File: config.mk
export PLATFORM = sky130hd
export DESIGN_NAME = mem_port_arbiter
export DESIGN_NICKNAME = d
export VERILOG_FILES = /design/src/rtl/mem_arb_pkg.sv /design/src/rtl/mem_arb_lanes.sv /design/src/rtl/mem_port_arbiter.sv
export SDC_FILE = /design/constraint.sdc
export NUM_CORES = 1
export LEC_CHECK = 0
export ABC_AREA = 1
export BUFFER_PORTS_ARGS = -buffer_cell sky130_fd_sc_hd__buf_2
export CAP_MARGIN = 20
export CORE_MARGIN = 3
export CORE_UTILIZATION = 51
export CTS_CLUSTER_SIZE = 28
export DETAILED_ROUTE_END_ITERATION = 16
export GPL_TIMING_DRIVEN = 0
export PLACE_DENSITY_LB_ADDON = 0.3
export SYNTH_ARGS = -nofsm -noshare
export SYNTH_HDL_FRONTEND = slang
export SYNTH_SLANG_ARGS = --single-unit
export TNS_END_PERCENT = 5
File: constraint.sdc
create_clock -name clock -period 10.5 [get_ports clock]
set_input_delay 0 -clock clock [delete_from_list [all_inputs] [get_ports clock]]
set_output_delay 0 -clock clock [all_outputs]
set_load 0.02 [all_outputs]
File: src/rtl/mem_arb_pkg.sv
// Shared definitions for the memory port arbiter: FSM state encoding,
// requester-select encoding, byte-lane indices and small lane helpers.
// Lane numbering is big-endian: lane 3 (1h) carries bits 31:24 and
// lane 0 (2l) carries bits 7:0.

package mem_arb_pkg;

    // Arbiter FSM states
    typedef enum logic [1:0] {
        IDLE = 2'd0,   // no access in flight
        CMD  = 2'd1,   // command registered, RAM samples it at the next edge
        WAIT = 2'd2    // RAM read data arrives, captured at the next edge
    } arb_state_t;

    // Which requester the in-flight access belongs to
    typedef enum logic {
        SEL_IF  = 1'b0,
        SEL_MEM = 1'b1
    } arb_sel_t;

    // Byte lane indices into ram_en / lane vectors
    localparam int LANE_1H = 3;
    localparam int LANE_1L = 2;
    localparam int LANE_2H = 1;
    localparam int LANE_2L = 0;

    localparam logic [3:0] LANES_ALL  = 4'b1111;
    localparam logic [3:0] LANES_NONE = 4'b0000;

    // Expand a 4-bit lane vector into a 32-bit byte mask
    function automatic logic [31:0] lane_mask(input logic [3:0] lanes);
        logic [31:0] mask;
        mask = '0;
        for (int i = 0; i < 4; i++) begin
            mask[8*i +: 8] = {8{lanes[i]}};
        end
        return mask;
    endfunction

    // Force a byte address onto its containing word
    function automatic logic [31:0] word_addr(input logic [31:0] addr);
        return {addr[31:2], 2'b00};
    endfunction

endpackage

File: src/rtl/mem_arb_lanes.sv
// Byte-lane steering for the memory port arbiter.
// Collects the four memory-stage lane enables into a ram_en-ordered vector
// and zero-masks read data on lanes that were not part of the access.

module mem_arb_lanes
    import mem_arb_pkg::*;
(
    input  logic        en1h,
    input  logic        en1l,
    input  logic        en2h,
    input  logic        en2l,
    output logic [3:0]  lanes,
    input  logic [3:0]  read_lanes,
    input  logic [31:0] rdata,
    output logic [31:0] rdata_masked
);

    // Place each lane enable at its ram_en bit position
    always_comb begin
        lanes          = LANES_NONE;
        lanes[LANE_1H] = en1h;
        lanes[LANE_1L] = en1l;
        lanes[LANE_2H] = en2h;
        lanes[LANE_2L] = en2l;
    end

    // Lanes outside the issued access read back as zero
    always_comb begin
        rdata_masked = rdata & lane_mask(read_lanes);
    end

endmodule

File: src/rtl/mem_port_arbiter.sv
// Single-port memory responder shared by the instruction-fetch port and the
// memory-stage port. Requests are serialized onto one synchronous byte-laned
// RAM through a three-state FSM (IDLE -> CMD -> WAIT). The memory stage wins
// ties; a fetch that waited behind a memory access is served straight out of
// WAIT before any further memory access, so neither side starves.
//
// Handshake: a requester raises its en with stable fields and holds them until
// its valid pulses for one cycle. On any edge where a port's valid is high its
// en is ignored, so the held request is not served a second time.
//
// Optional feature macro: MEM_ARB_ALIGN_CHECK_EN. When defined, misaligned
// fetches and misaligned full-word memory accesses are issued with no lanes
// enabled, return zero with normal timing and set the sticky mc_align_err.
// When undefined, address bits 1:0 are ignored and mc_align_err is 0.

module mem_port_arbiter
    import mem_arb_pkg::*;
(
    input  logic        clock,
    input  logic        reset,
    // instruction-fetch port
    input  logic        if_mc_en,
    input  logic [31:0] if_mc_addr,
    output logic [31:0] mc_if_data,
    output logic        mc_if_valid,
    // memory-stage port
    input  logic        mem_mc_en,
    input  logic        mem_mc_rw,
    input  logic [31:0] mem_mc_addr,
    input  logic [31:0] mem_mc_wdata,
    input  logic        mem_mc_en1h,
    input  logic        mem_mc_en1l,
    input  logic        mem_mc_en2h,
    input  logic        mem_mc_en2l,
    output logic [31:0] mc_mem_data,
    output logic        mc_mem_valid,
    // pipeline stall
    output logic        mc_stall,
    // RAM side
    output logic [31:0] ram_addr,
    output logic        ram_rw,
    output logic [3:0]  ram_en,
    output logic [31:0] ram_wdata,
    input  logic [31:0] ram_rdata,
    // status
    output logic        mc_align_err
);

    arb_state_t  state;
    arb_sel_t    sel;         // owner of the access in flight
    logic        cur_rw;      // in-flight access is a write
    logic [3:0]  cur_lanes;   // lanes actually issued; zero for a rejected access

    logic [3:0]  mem_lanes;
    logic [31:0] rdata_masked;

    logic        if_pend;
    logic        mem_pend;
    logic        if_mis;
    logic        mem_mis;

    logic        issue;       // register a new RAM command on this edge
    arb_sel_t    issue_sel;

    logic [31:0] cmd_addr;
    logic [31:0] cmd_wdata;
    logic        cmd_rw;
    logic [3:0]  cmd_lanes;
    logic        cmd_mis;

    mem_arb_lanes u_lanes (
        .en1h         (mem_mc_en1h),
        .en1l         (mem_mc_en1l),
        .en2h         (mem_mc_en2h),
        .en2l         (mem_mc_en2l),
        .lanes        (mem_lanes),
        .read_lanes   (cur_lanes),
        .rdata        (ram_rdata),
        .rdata_masked (rdata_masked)
    );

    // A request is live only while its completion pulse is not showing
    assign if_pend  = if_mc_en  & ~mc_if_valid;
    assign mem_pend = mem_mc_en & ~mc_mem_valid;
    assign mc_stall = if_pend | mem_pend;

`ifdef MEM_ARB_ALIGN_CHECK_EN
    // Byte and halfword memory accesses may use any offset; only full words must align
    assign if_mis  = |if_mc_addr[1:0];
    assign mem_mis = (&mem_lanes) & (|mem_mc_addr[1:0]);
`else
    assign if_mis  = 1'b0;
    assign mem_mis = 1'b0;
    logic unused_align_bits;
    assign unused_align_bits = ^{if_mc_addr[1:0], mem_mc_addr[1:0], cmd_mis};
`endif

    // Choose whether to start an access and for which requester
    always_comb begin
        issue     = 1'b0;
        issue_sel = SEL_MEM;
        case (state)
            IDLE: begin
                if (mem_pend) begin
                    issue     = 1'b1;
                    issue_sel = SEL_MEM;
                end else if (if_pend) begin
                    issue     = 1'b1;
                    issue_sel = SEL_IF;
                end
            end
            WAIT: begin
                // Hand over to the other port if it has been waiting
                if (sel == SEL_MEM && if_pend) begin
                    issue     = 1'b1;
                    issue_sel = SEL_IF;
                end else if (sel == SEL_IF && mem_pend) begin
                    issue     = 1'b1;
                    issue_sel = SEL_MEM;
                end
            end
            default: begin
                issue     = 1'b0;
                issue_sel = SEL_MEM;
            end
        endcase
    end

    // Build the RAM command for the selected requester
    always_comb begin
        if (issue_sel == SEL_MEM) begin
            cmd_addr  = word_addr(mem_mc_addr);
            cmd_rw    = mem_mc_rw;
            cmd_wdata = mem_mc_wdata;
            cmd_lanes = mem_mis ? LANES_NONE : mem_lanes;
            cmd_mis   = mem_mis;
        end else begin
            cmd_addr  = word_addr(if_mc_addr);
            cmd_rw    = 1'b0;
            cmd_wdata = '0;
            cmd_lanes = if_mis ? LANES_NONE : LANES_ALL;
            cmd_mis   = if_mis;
        end
    end

    // Arbiter FSM with registered RAM command, read data and completion pulses
    always_ff @(posedge clock or posedge reset) begin
        if (reset) begin
            state        <= IDLE;
            sel          <= SEL_IF;
            cur_rw       <= 1'b0;
            cur_lanes    <= LANES_NONE;
            ram_addr     <= '0;
            ram_rw       <= 1'b0;
            ram_en       <= LANES_NONE;
            ram_wdata    <= '0;
            mc_if_data   <= '0;
            mc_mem_data  <= '0;
            mc_if_valid  <= 1'b0;
            mc_mem_valid <= 1'b0;
        end else begin
            mc_if_valid  <= 1'b0;
            mc_mem_valid <= 1'b0;

            if (issue) begin
                sel       <= issue_sel;
                cur_rw    <= cmd_rw;
                cur_lanes <= cmd_lanes;
                ram_addr  <= cmd_addr;
                ram_rw    <= cmd_rw;
                ram_en    <= cmd_lanes;
                ram_wdata <= cmd_wdata;
            end

            case (state)
                IDLE: begin
                    if (issue) begin
                        state <= CMD;
                    end else begin
                        ram_en <= LANES_NONE;
                    end
                end
                CMD: begin
                    // RAM samples the command on this edge; it must not repeat
                    ram_en <= LANES_NONE;
                    state  <= WAIT;
                end
                WAIT: begin
                    // Writes pulse valid but leave the data register untouched
                    if (sel == SEL_MEM) begin
                        mc_mem_valid <= 1'b1;
                        if (!cur_rw) begin
                            mc_mem_data <= rdata_masked;
                        end
                    end else begin
                        mc_if_valid <= 1'b1;
                        mc_if_data  <= rdata_masked;
                    end
                    state <= issue ? CMD : IDLE;
                end
                default: begin
                    ram_en <= LANES_NONE;
                    state  <= IDLE;
                end
            endcase
        end
    end

`ifdef MEM_ARB_ALIGN_CHECK_EN
    // Sticky misalignment flag, cleared only by reset
    always_ff @(posedge clock or posedge reset) begin
        if (reset) begin
            mc_align_err <= 1'b0;
        end else if (issue && cmd_mis) begin
            mc_align_err <= 1'b1;
        end
    end
`else
    assign mc_align_err = 1'b0;
`endif

endmodule

==> results.md <==
- The post-placement cell area is 7530 µm².
- The headroom to the max-slew limit is 0.468.
- The maximum fanout along the worst path is 10.
- The effective utilization at floorplan is 0.536.
- The first global-routing pass estimated 35200 µm of wire.
- The synthesized-area fraction occupied by and/or/nand/nor cells is 0.265.
- Setup violations remaining at the end of the flow were counted as 0.
- The slew of the pin with the lowest slew margin is 0.797 ns.
- The start point of the critical path is state[0].
- Yosys mapped the design onto 18 distinct sky130hd cell types.
- The die covers 13100 µm².
- The I/O pin count is 274.
- Once the clock tree was built, the setup fixing pass inserted 0 buffers.
- Buffers inserted to repair hold after CTS numbered 130.
- Traced cell by cell, the critical path runs through nor2_1 > nand2_1 > nand2_1 > clkbuf_1 > nand3_1 > nand3_1 > dlygate4sd3_1 > nand2_1.
- Of the total power, the clock network draws 0.206.
- Global routing finished with a remaining overflow of 0.
- Across every metal layer, demand over resource in global routing totals 0.342.
- The total number of H-tree levels is 4.
- The number of cells on the worst reg-to-reg path is 8.
- In this run the power density over the cells is 296 nW/µm².
- VDD sags by at most 0.189 mV.
- The floorplan step defined a core boundary enclosing 11200 µm².
- The sequential fraction of design power is 0.319.
- The congestion estimate from routability-driven global placement came to 0.856.
- Dividing the final minimum period by the clock period gives 0.226.
- The startpoint of the tightest hold check path is mem_mc_en.
- The sum of net half-perimeters after detailed placement is 12700 µm.
- The run finished with clean final reports.
- Derived from the worst setup path, the maximum achievable clock frequency is 0.422 GHz.
- The number of clock buffers added by TritonCTS is 17.
- The clock latency of the later-clocked register in the worst-skew pair is 0.41 ns.
- Summing all multi-input logic gate instances after layout gives 1960 µm².
- The total of buffers placed on input and output ports is 266.
- The maximum buffer depth of the clock tree is 2.
- In this design, the critical path's most frequently occurring cell is sky130_fd_sc_hd__nand2_1.
- Summing every instance area after synthesis gives 5980 µm².
- From bottom edge to top edge, the die measures 114 µm.
- Registers take 3500 µm².
- In this run the static leakage power is 0.00528 µW.
- The filler cell count is 594.
- Max-cap violations in this run came to 0.
- Of the total synthesized cell area, the portion taken by full adders, half adders and majority gates is 0.
- The residual antenna-violating net count after detailed routing is 0.
- The initial antenna violation count is 0.
- The pin count of the biggest net entering global routing is 80.
- The count of nets after finishing is 1277.
- The portion of synthesized area spent on multiplexers is 0.
- Clock-pin slew was measured on the worst setup and hold paths at 0.06 ns.
- The final routed wirelength across all metal layers is 21900 µm.
- The floorplan step set the die width to 114 µm.
- The via density per instance is 5.31.
- The via count of the first global-routing pass is 7242.
- Setup repair after global routing left no endpoint under its margin.
- The final period demand of the worst path is 2.37 ns.
- Relative to the synthesized area, the layout overhead comes to 57.1%.
- The sort of element at the start of the critical path is a register.
- The cell type of the slowest stage on the worst timing path is sky130_fd_sc_hd__dlygate4sd3_1.
- The synthesized-area fraction occupied by ao, oa, aoi and oai cells was 0.0610.
- STA classifies the critical path endpoint as a register.
- Of the total synthesized cell area, the portion taken by XOR and XNOR cells is 0.
- The portion of total power attributed to combinational logic is 0.475.
- For this block, the initial DRC count from the detailed router was 631.
- For this design, the sink count on the clock tree is 140.
- The portion of the post-synthesis area used by sequential elements is 0.585.
- For the final database, setup skew stands at 0.0123 ns.
- The net switching fraction of the power is 0.447.
- After detailed routing, the average wire length per cell comes to 16.9 µm.
- The number of gates given a new drive strength after cts is 0.
- The detailed-route DRC error count is 0.
- The synthesized instance count is 722.
- For the worst setup path, the data required time is 10.80 ns.
- Before antenna repair, the detailed router went through 6 iterations.
- The final-report max-slew violation count is 0.
- For this block, the via count after detailed routing is 6877.
- After synthesis, the largest family of logic cells by area is simple AND/OR/NAND/NOR gates.
- The net switching power is 1240 µW.
- Along the worst hold path, the cell count comes to 6.
- The internal power component is 1540 µW.
- The cell at the root of the clock tree is sky130_fd_sc_hd__clkbuf_16.
- The final design instance area without fill is 9400 µm².
- The largest incremental delay on the critical path is 0.56 ns.
- The CTS tree is built.
- Of the cells placed in the final design, the portion with a size suffix greater than 1 is 0.285.
- The count of final hold-check violations was 0.
- The average instance area after synthesis is 8.29 µm².
- The number of register bits inferred by synthesis is 140.
- The worst register-to-register path begins at state[0].
- The worst setup path is of the reg -> reg kind.
- The signal arrival time at the worst endpoint is 2.67 ns.
- After routing, the total negative slack on setup checks comes to 0 ns.
- Row generation in the floorplan step produced 38 rows.
- The class of the most critical hold timing path is in -> reg.
- The number of warnings issued by yosys is 0.
## sequential cells by signal, indices dropped and copies added (netlist names), 2 cells and up
register and flops:
cur_lanes 4, mc_if_data 32, mc_mem_data 32, ram_addr 30, ram_en 4, ram_wdata 32, state 2
## power groups by stage
stage	Sequential [µW]	Combinational (µW)	Clock, µW
2_1_floorplan	1120	504	0
4_1_cts	874	1270	575
5_1_grt	908	1440	605
3_5_place_dp	878	1160	0
6_report	887	1320	573
3_3_place_gp	876	1140	0
## final cells by class
| type | instances | share of cell area |
|---|---|---|
| Clock buffer | 18 | 0.0467 |
| Multi-Input combinational cell | 461 | 0.209 |
| Timing Repair Buffer | 397 | 0.283 |
| Sequential cell | 140 | 0.373 |
| Antenna cell | 1 | 0.000266 |
| Tap cell | 140 | 0.0186 |
| Inverter | 77 | 0.0313 |
| Clock inverter | 14 | 0.0134 |
| Buffer | 46 | 0.0250 |
## layer usage
metal | GRT usage | wire (µm)
met1 | 0.380 | 7630
met2 | 0.611 | 11500
met3 | 0.0920 | 1930
met5 | 0 | 0
met4 | 0.154 | 899
## logic make-up after synthesis
| family | Yosys count |
|---|---|
| buf+inv | 123 |
| simple gates | 387 |
| other cells | 1 |
| flops | 140 |
| compound gates | 71 |
## worst paths after layout
path | end | slack (ns)
min in group asynchronous | ram_wdata[24] | 0.24
worst max-delay path | ram_addr[28] | 8.13
worst min register to register | ram_wdata[26] | 0.47
worst min-delay path | ram_en[3] | 0.06
max in group asynchronous | cur_rw | 9.49
worst max register to register | ram_addr[28] | 8.13
## critical path, delay by kind of cell, from the launching register on
family | cells | cell delay [ns]
buf+inv | 2 | 0.98
simple gates | 6 | 0.84
flops | 1 | 0.44
## synth_stat cells
cell                       number  area [µm²]
sky130_fd_sc_hd__a211oi_2       1        12.5
sky130_fd_sc_hd__buf_1          2        7.51
sky130_fd_sc_hd__buf_2         11        55.1
sky130_fd_sc_hd__buf_4         11        82.6
sky130_fd_sc_hd__buf_6          1        11.3
sky130_fd_sc_hd__clkbuf_1      21        78.8
sky130_fd_sc_hd__conb_1         1        3.75
sky130_fd_sc_hd__dfrtp_1      140        3500
sky130_fd_sc_hd__inv_1         74         278
sky130_fd_sc_hd__inv_2          3        11.3
sky130_fd_sc_hd__nand2_1      283        1060
sky130_fd_sc_hd__nand2_2        1        6.26
sky130_fd_sc_hd__nand3_1       98         490
sky130_fd_sc_hd__nand4_1        1        6.26
sky130_fd_sc_hd__nor2_1         3        11.3
sky130_fd_sc_hd__nor2_4         1        11.3
sky130_fd_sc_hd__o21ai_0       69         345
sky130_fd_sc_hd__o21bai_1       1        7.51
## per-stage QoR
stage | instances | util | setup slack, ns | power, µW | hold WS (ns)
2_1_floorplan | 724 | - | 6.75 | 1630 | 0.117
3_3_place_gp | 1130 | 0.671 | 5.25 | 2010 | 0.200
3_5_place_dp | 1131 | 0.674 | 8.72 | 2040 | 0.116
4_1_cts | 1293 | 0.841 | 8.26 | 2720 | 0.0533
5_1_grt | 1293 | 0.841 | 8.00 | 2950 | 0.127
6_report | 1294 | 0.841 | 8.13 | 2780 | 0.0625
## cells in the final DEF, fill, tap and decap left out
cell	count
sky130_fd_sc_hd__a211oi_2	1
sky130_fd_sc_hd__buf_1	2
sky130_fd_sc_hd__buf_16	1
sky130_fd_sc_hd__buf_2	277
sky130_fd_sc_hd__buf_4	11
sky130_fd_sc_hd__buf_6	1
sky130_fd_sc_hd__clkbuf_1	21
sky130_fd_sc_hd__clkbuf_16	17
sky130_fd_sc_hd__clkbuf_8	1
sky130_fd_sc_hd__clkinv_4	1
sky130_fd_sc_hd__clkinvlp_4	5
sky130_fd_sc_hd__conb_1	3
sky130_fd_sc_hd__dfrtp_1	140
sky130_fd_sc_hd__diode_2	1
sky130_fd_sc_hd__dlygate4sd3_1	130
sky130_fd_sc_hd__inv_1	73
sky130_fd_sc_hd__inv_2	3
sky130_fd_sc_hd__inv_6	5
sky130_fd_sc_hd__inv_8	4
sky130_fd_sc_hd__nand2_1	283
sky130_fd_sc_hd__nand2_2	1
sky130_fd_sc_hd__nand3_1	98
sky130_fd_sc_hd__nand4_1	1
sky130_fd_sc_hd__nor2_1	3
sky130_fd_sc_hd__nor2_4	1
sky130_fd_sc_hd__o21ai_0	69
sky130_fd_sc_hd__o21bai_1	1
No activity file was read; power rests on OpenSTA's default activity.
